$ cat src/rtl/pc_seq_pkg.sv
// Shared definitions for the program-counter sequencer: op codes, FSM states
// and the return-address-stack pointer width helper.
package pc_seq_pkg;

   localparam logic [2:0] OP_HOLD  = 3'b000;
   localparam logic [2:0] OP_INC1  = 3'b001;
   localparam logic [2:0] OP_INC2  = 3'b010;
   localparam logic [2:0] OP_JUMP  = 3'b011;
   localparam logic [2:0] OP_CALL  = 3'b100;
   localparam logic [2:0] OP_RET   = 3'b101;
   localparam logic [2:0] OP_RTI   = 3'b110;
   localparam logic [2:0] OP_HOLD2 = 3'b111;

   typedef enum logic [1:0] {
      BOOT = 2'd0,
      VEC  = 2'd1,
      RUN  = 2'd2
   } state_e;

   function automatic int unsigned ras_ptr_w(input int unsigned depth);
      return $clog2(depth);
   endfunction

endpackage

$ cat src/rtl/pc_ras.sv
// Circular return-address stack; a push when full overwrites the oldest entry.
// The ovf/unf outputs are single-cycle pulses qualified by push/pop.
module pc_ras
   import pc_seq_pkg::*;
#(
   parameter int unsigned AW        = 8,
   parameter int unsigned RAS_DEPTH = 4
) (
   input  logic          clk,
   input  logic          rst,
   input  logic          push,
   input  logic          pop,
   input  logic [AW-1:0] push_data,
   output logic [AW-1:0] pop_data,
   output logic          full,
   output logic          empty,
   output logic          ovf,
   output logic          unf
);

   localparam int unsigned PW = ras_ptr_w(RAS_DEPTH);

   logic [AW-1:0] mem [RAS_DEPTH];
   logic [PW-1:0] sp;     // next slot to write; top of stack is sp-1
   logic [PW:0]   count;

   assign full     = (count == (PW+1)'(RAS_DEPTH));
   assign empty    = (count == '0);
   assign ovf      = push & full;
   assign unf      = pop & empty;
   assign pop_data = mem[sp - PW'(1)];

   always_ff @(posedge clk) begin
      if (!rst) begin
         sp    <= '0;
         count <= '0;
      end else if (push) begin
         sp <= sp + PW'(1);
         if (!full) count <= count + (PW+1)'(1);
      end else if (pop && !empty) begin
         sp    <= sp - PW'(1);
         count <= count - (PW+1)'(1);
      end
   end

   always_ff @(posedge clk) begin
      if (push) mem[sp] <= push_data;
   end

endmodule

$ cat src/rtl/pc_seq_unit.sv
// Program-counter unit: boot/interrupt vector fetch FSM, op sequencing,
// return-address stack and interrupt masking. All outputs are registered.
module pc_seq_unit
   import pc_seq_pkg::*;
#(
   parameter int unsigned AW           = 8,
   parameter int unsigned RAS_DEPTH    = 4,
   parameter int unsigned RST_VEC_ADDR = 0,
   parameter int unsigned INT_VEC_ADDR = 1
) (
   input  logic          clk,
   input  logic          rst,
   input  logic          irq,
   input  logic          en,
   input  logic          stall,
   input  logic [2:0]    op,
   input  logic [AW-1:0] target,
   input  logic [AW-1:0] vec_data,
   input  logic          vec_valid,
   output logic [AW-1:0] pc,
   output logic          pc_valid,
   output logic          vec_req,
   output logic [AW-1:0] vec_addr,
   output logic          int_ack,
   output logic          ras_ovf,
   output logic          ras_unf
);

   state_e        state;
   logic          int_mask;
   logic          take_int;
   logic          exec;
   logic          ras_push;
   logic          ras_pop;
   logic [AW-1:0] ras_push_data;
   logic [AW-1:0] ras_pop_data;
   logic          unused_full;
   logic          ras_empty;
   logic          ras_ovf_p;
   logic          ras_unf_p;

   always_comb begin
      take_int      = (state == RUN) && irq && !int_mask;
      exec          = (state == RUN) && en && !stall && !take_int;
      ras_push      = take_int || (exec && (op == OP_CALL));
      ras_pop       = exec && ((op == OP_RET) || (op == OP_RTI));
      // Interrupts save the un-stepped pc; CALL saves the return address.
      ras_push_data = take_int ? pc : pc + AW'(2);
   end

   pc_ras #(
      .AW        (AW),
      .RAS_DEPTH (RAS_DEPTH)
   ) u_ras (
      .clk       (clk),
      .rst       (rst),
      .push      (ras_push),
      .pop       (ras_pop),
      .push_data (ras_push_data),
      .pop_data  (ras_pop_data),
      .full      (unused_full),
      .empty     (ras_empty),
      .ovf       (ras_ovf_p),
      .unf       (ras_unf_p)
   );

   always_ff @(posedge clk) begin
      if (!rst) begin
         state    <= BOOT;
         pc       <= '0;
         pc_valid <= 1'b0;
         vec_req  <= 1'b0;
         vec_addr <= '0;
         int_ack  <= 1'b0;
         ras_ovf  <= 1'b0;
         ras_unf  <= 1'b0;
         int_mask <= 1'b0;
      end else begin
         int_ack <= 1'b0;
         if (ras_ovf_p) ras_ovf <= 1'b1;
         if (ras_unf_p) ras_unf <= 1'b1;
         case (state)
            BOOT: begin
               vec_req  <= 1'b1;
               vec_addr <= AW'(RST_VEC_ADDR);
               state    <= VEC;
            end
            VEC: begin
               if (vec_valid) begin
                  pc       <= vec_data;
                  pc_valid <= 1'b1;
                  vec_req  <= 1'b0;
                  state    <= RUN;
               end
            end
            RUN: begin
               if (take_int) begin
                  int_mask <= 1'b1;
                  int_ack  <= 1'b1;
                  pc_valid <= 1'b0;
                  vec_req  <= 1'b1;
                  vec_addr <= AW'(INT_VEC_ADDR);
                  state    <= VEC;
               end else if (exec) begin
                  case (op)
                     OP_INC1: pc <= pc + AW'(1);
                     OP_INC2: pc <= pc + AW'(2);
                     OP_JUMP: pc <= target;
                     OP_CALL: pc <= target;
                     OP_RET: begin
                        if (!ras_empty) pc <= ras_pop_data;
                     end
                     OP_RTI: begin
                        if (!ras_empty) pc <= ras_pop_data;
                        int_mask <= 1'b0;
                     end
                     default: ;
                  endcase
               end
            end
            default: state <= BOOT;
         endcase
      end
   end

endmodule

$ cat config.mk
export PLATFORM = sky130hd
export DESIGN_NAME = pc_seq_unit
export DESIGN_NICKNAME = d
export VERILOG_FILES = /design/src/rtl/pc_seq_pkg.sv /design/src/rtl/pc_ras.sv /design/src/rtl/pc_seq_unit.sv
export SDC_FILE = /design/constraint.sdc
export NUM_CORES = 1
export LEC_CHECK = 0
export BUFFER_PORTS_ARGS = -buffer_cell sky130_fd_sc_hd__buf_2
export CORE_MARGIN = 3
export CORE_UTILIZATION = 30
export CTS_CLUSTER_DIAMETER = 40
export CTS_CLUSTER_SIZE = 20
export DETAILED_ROUTE_END_ITERATION = 8
export GPL_ROUTABILITY_DRIVEN = 0
export PLACE_DENSITY_LB_ADDON = 0.25
export SETUP_SLACK_MARGIN = 0.3
export SLEW_MARGIN = 15
export SYNTH_ARGS = -nofsm -noshare
export SYNTH_HDL_FRONTEND = slang
export SYNTH_HIERARCHICAL = 1
export SYNTH_SLANG_ARGS = --single-unit
$ cat constraint.sdc
create_clock -name clk -period 5.7 [get_ports clk]
set_input_delay 0.57 -clock clk [delete_from_list [all_inputs] [get_ports clk]]
set_output_delay 0.57 -clock clk [all_outputs]
set_load 0.01 [all_outputs]
==> metrics.txt <==
status=completed; Final setup viols=0; Max Cap Viol=0; clock root cell=clkbuf_8; P_int=0.000555 W; Die Area=11,600 µm²; crit path DAT=3250 ps; min-delay worst type=reg -> reg; Die Span Y=108 µm; CP Max Fanout=19; P_sw=approximately 0.00021 W; combinational power share=13.9%; syn_area_per_cell=approximately 11 µm²; kind of critical path=in -> reg; largest net degree at the start of global routing=20; post-CTS sizing=0; Iter 0 DRT Violations=157; Die W=~110 µm; # Post-CTS Setup Buffers=0; routed len/inst=between 15 and 20 µm; I/O pins=46; CTS buffer count=5; total gr overflow=0; cell row count=36; Final Util=34.5%; Tcrit/Tclk final=53.1%; Peak Freq=0.330 GHz; Fin. Hold Viols=0; clock slew at reported path FFs=110 ps; share of cells above drive strength 1=21.8%; hold_buf cts=0; Least-Margin Pin Slew=710 ps; CP required=between 5000 and 6000 ps; Syn. warnings=6; CTS tree=done; antenna violations before repair=0; DRC Markers=0; fin. max-slew vios=0; area of the mapped netlist=3120 µm²; first-pass detailed-route iteration total=4; Vias=2,343; starting density of the core=a little under a third; H-Tree Depth=2; Mapped Cells=295; GRT Util Overall=14.0%; WL final=7.89 mm; fin nets=between 300 and 400; number of global-route vias before repair=2,231; number of I/O port buffers=38; setup TNS=0 ps; CTS max path bufs=2; clk_skew=18.7 ps; Final min period=3030 ps; Critical Path Start Type=input port; Antenna Cells=0; Pwr Density=222 nW/µm²; RSZ-0062 raised after global routing=false; Clock power frac=28.6%; crit path capture type=register; global-route wire length before repair=12.5 mm; switch share=a little over a quarter; vias per std cell=between 5 and 6; Num Clock Sinks=54; VDD IR max=0.0000932 V; fraction of power consumed by sequential logic=57.5%; Routed Antenna Nets=0; Slew headroom=between 50% and 60%; Pleak=1.32 nW; DP HPWL=5.66 mm; Skew-Pair Late Insertion Delay=310 ps; P&R area growth vs syn=10.3%; core footprint=9950 µm²
-- cells in the final DEF (no fill, tap or decap), drive strengths merged, types with 2 or more instances in the layout --
| master | count |
|---|---|
| and3 | 2 |
| and2 | 6 |
| nor2 | 24 |
| buf | 39 |
| mux2 | 2 |
| a21oi | 18 |
| conb | 7 |
| a221oi | 2 |
| a31oi | 2 |
| ha | 6 |
| nand2b | 7 |
| nand3 | 7 |
| edfxtp | 32 |
| xnor2 | 6 |
| o2111ai | 2 |
| o21ai | 11 |
| mux4 | 8 |
| dfxtp | 22 |
| o221ai | 4 |
| xor2 | 12 |
| o22ai | 6 |
| o211ai | 4 |
| or2 | 2 |
| a22o | 2 |
| inv | 12 |
| nand2 | 19 |
| or3 | 6 |
| mux2i | 12 |
| clkbuf | 5 |
| nor3 | 3 |
| a22oi | 4 |
| o21bai | 2 |
| nor2b | 2 |
| or3b | 2 |
| a311oi | 4 |
-- registers in the layout, indices dropped and copies added, names as in the netlist --
register	cells
int_ack	1
int_mask	1
pc	8
pc_valid	1
ras_ovf	1
ras_unf	1
state	2
u_ras/count	3
u_ras/mem	32
u_ras/sp	2
vec_addr	1
vec_req	1
-- worst max-delay path, stage by stage --
cell	delay, ps
buf_2	230
nand2b_1	330
or3_1	400
a21oi_1	160
buf_4	230
inv_1	80
fa_1	460
or3b_2	460
a21boi_0	140
and3b_1	180
-- area by class of cell --
type | count | area, µm²
multi-input cells | 209 | 1540
inverters | 11 | 41.3
flip-flops and latches | 54 | 1400
repair buffers | 39 | 198
clock inverters | 3 | 20.0
clock buffers | 5 | 68.8
fillers | 1022 | 6520
well taps | 133 | 166
-- path summary, 6_finish.rpt --
path         slack (ps)                startpoint  cells after the start                           to
min                 480      ras_ovf$_SDFFE_PN0P_                      2         ras_ovf$_SDFFE_PN0P_
max                2670                     op[0]                     10  u_ras/count[2]$_SDFFE_PN0P_
max reg2reg        2780  u_ras/sp[0]$_SDFFE_PN0P_                      7           pc[4]$_SDFFE_PN0P_
min reg2reg         480      ras_ovf$_SDFFE_PN0P_                      2         ras_ovf$_SDFFE_PN0P_
-- stage by stage --
stage / hold WS, ps / setup WS [ps] / cells / total power, W / area (µm²)
finish: 481 / 2670 / 454 / 0.000764 / 3440
detailed placement: 458 / 2380 / 446 / 0.000555 / 3350
floorplan: 485 / 2370 / 301 / 0.000523 / 3140
global route: 515 / 2560 / 454 / 0.000805 / 3440
global placement: 448 / 2420 / 446 / 0.000554 / 3350
CTS: 485 / 2660 / 454 / 0.000777 / 3440
-- power by group through the flow --
stage | logic (W) | clock network [W] | registers (W)
finish | 0.000106 | 0.000219 | 0.000440
global route | 0.000117 | 0.000246 | 0.000442
CTS | 0.000106 | 0.000231 | 0.000440
detailed placement | 0.000105 | 0 | 0.000449
global placement | 0.000105 | 0 | 0.000449
floorplan | 0.0000802 | 0 | 0.000443
-- layer usage --
layer | wire length, µm | up-vias | GRT usage [%]
met4 | 76 | 0 | 3.88
met5 | 0 | - | 0
met3 | 446 | 4 | 2.40
met2 | 3640 | 73 | 21.8
li1 | - | 1123 | -
met1 | 3720 | 1143 | 20.1
Note: power is estimated with default switching activity, not from simulation.
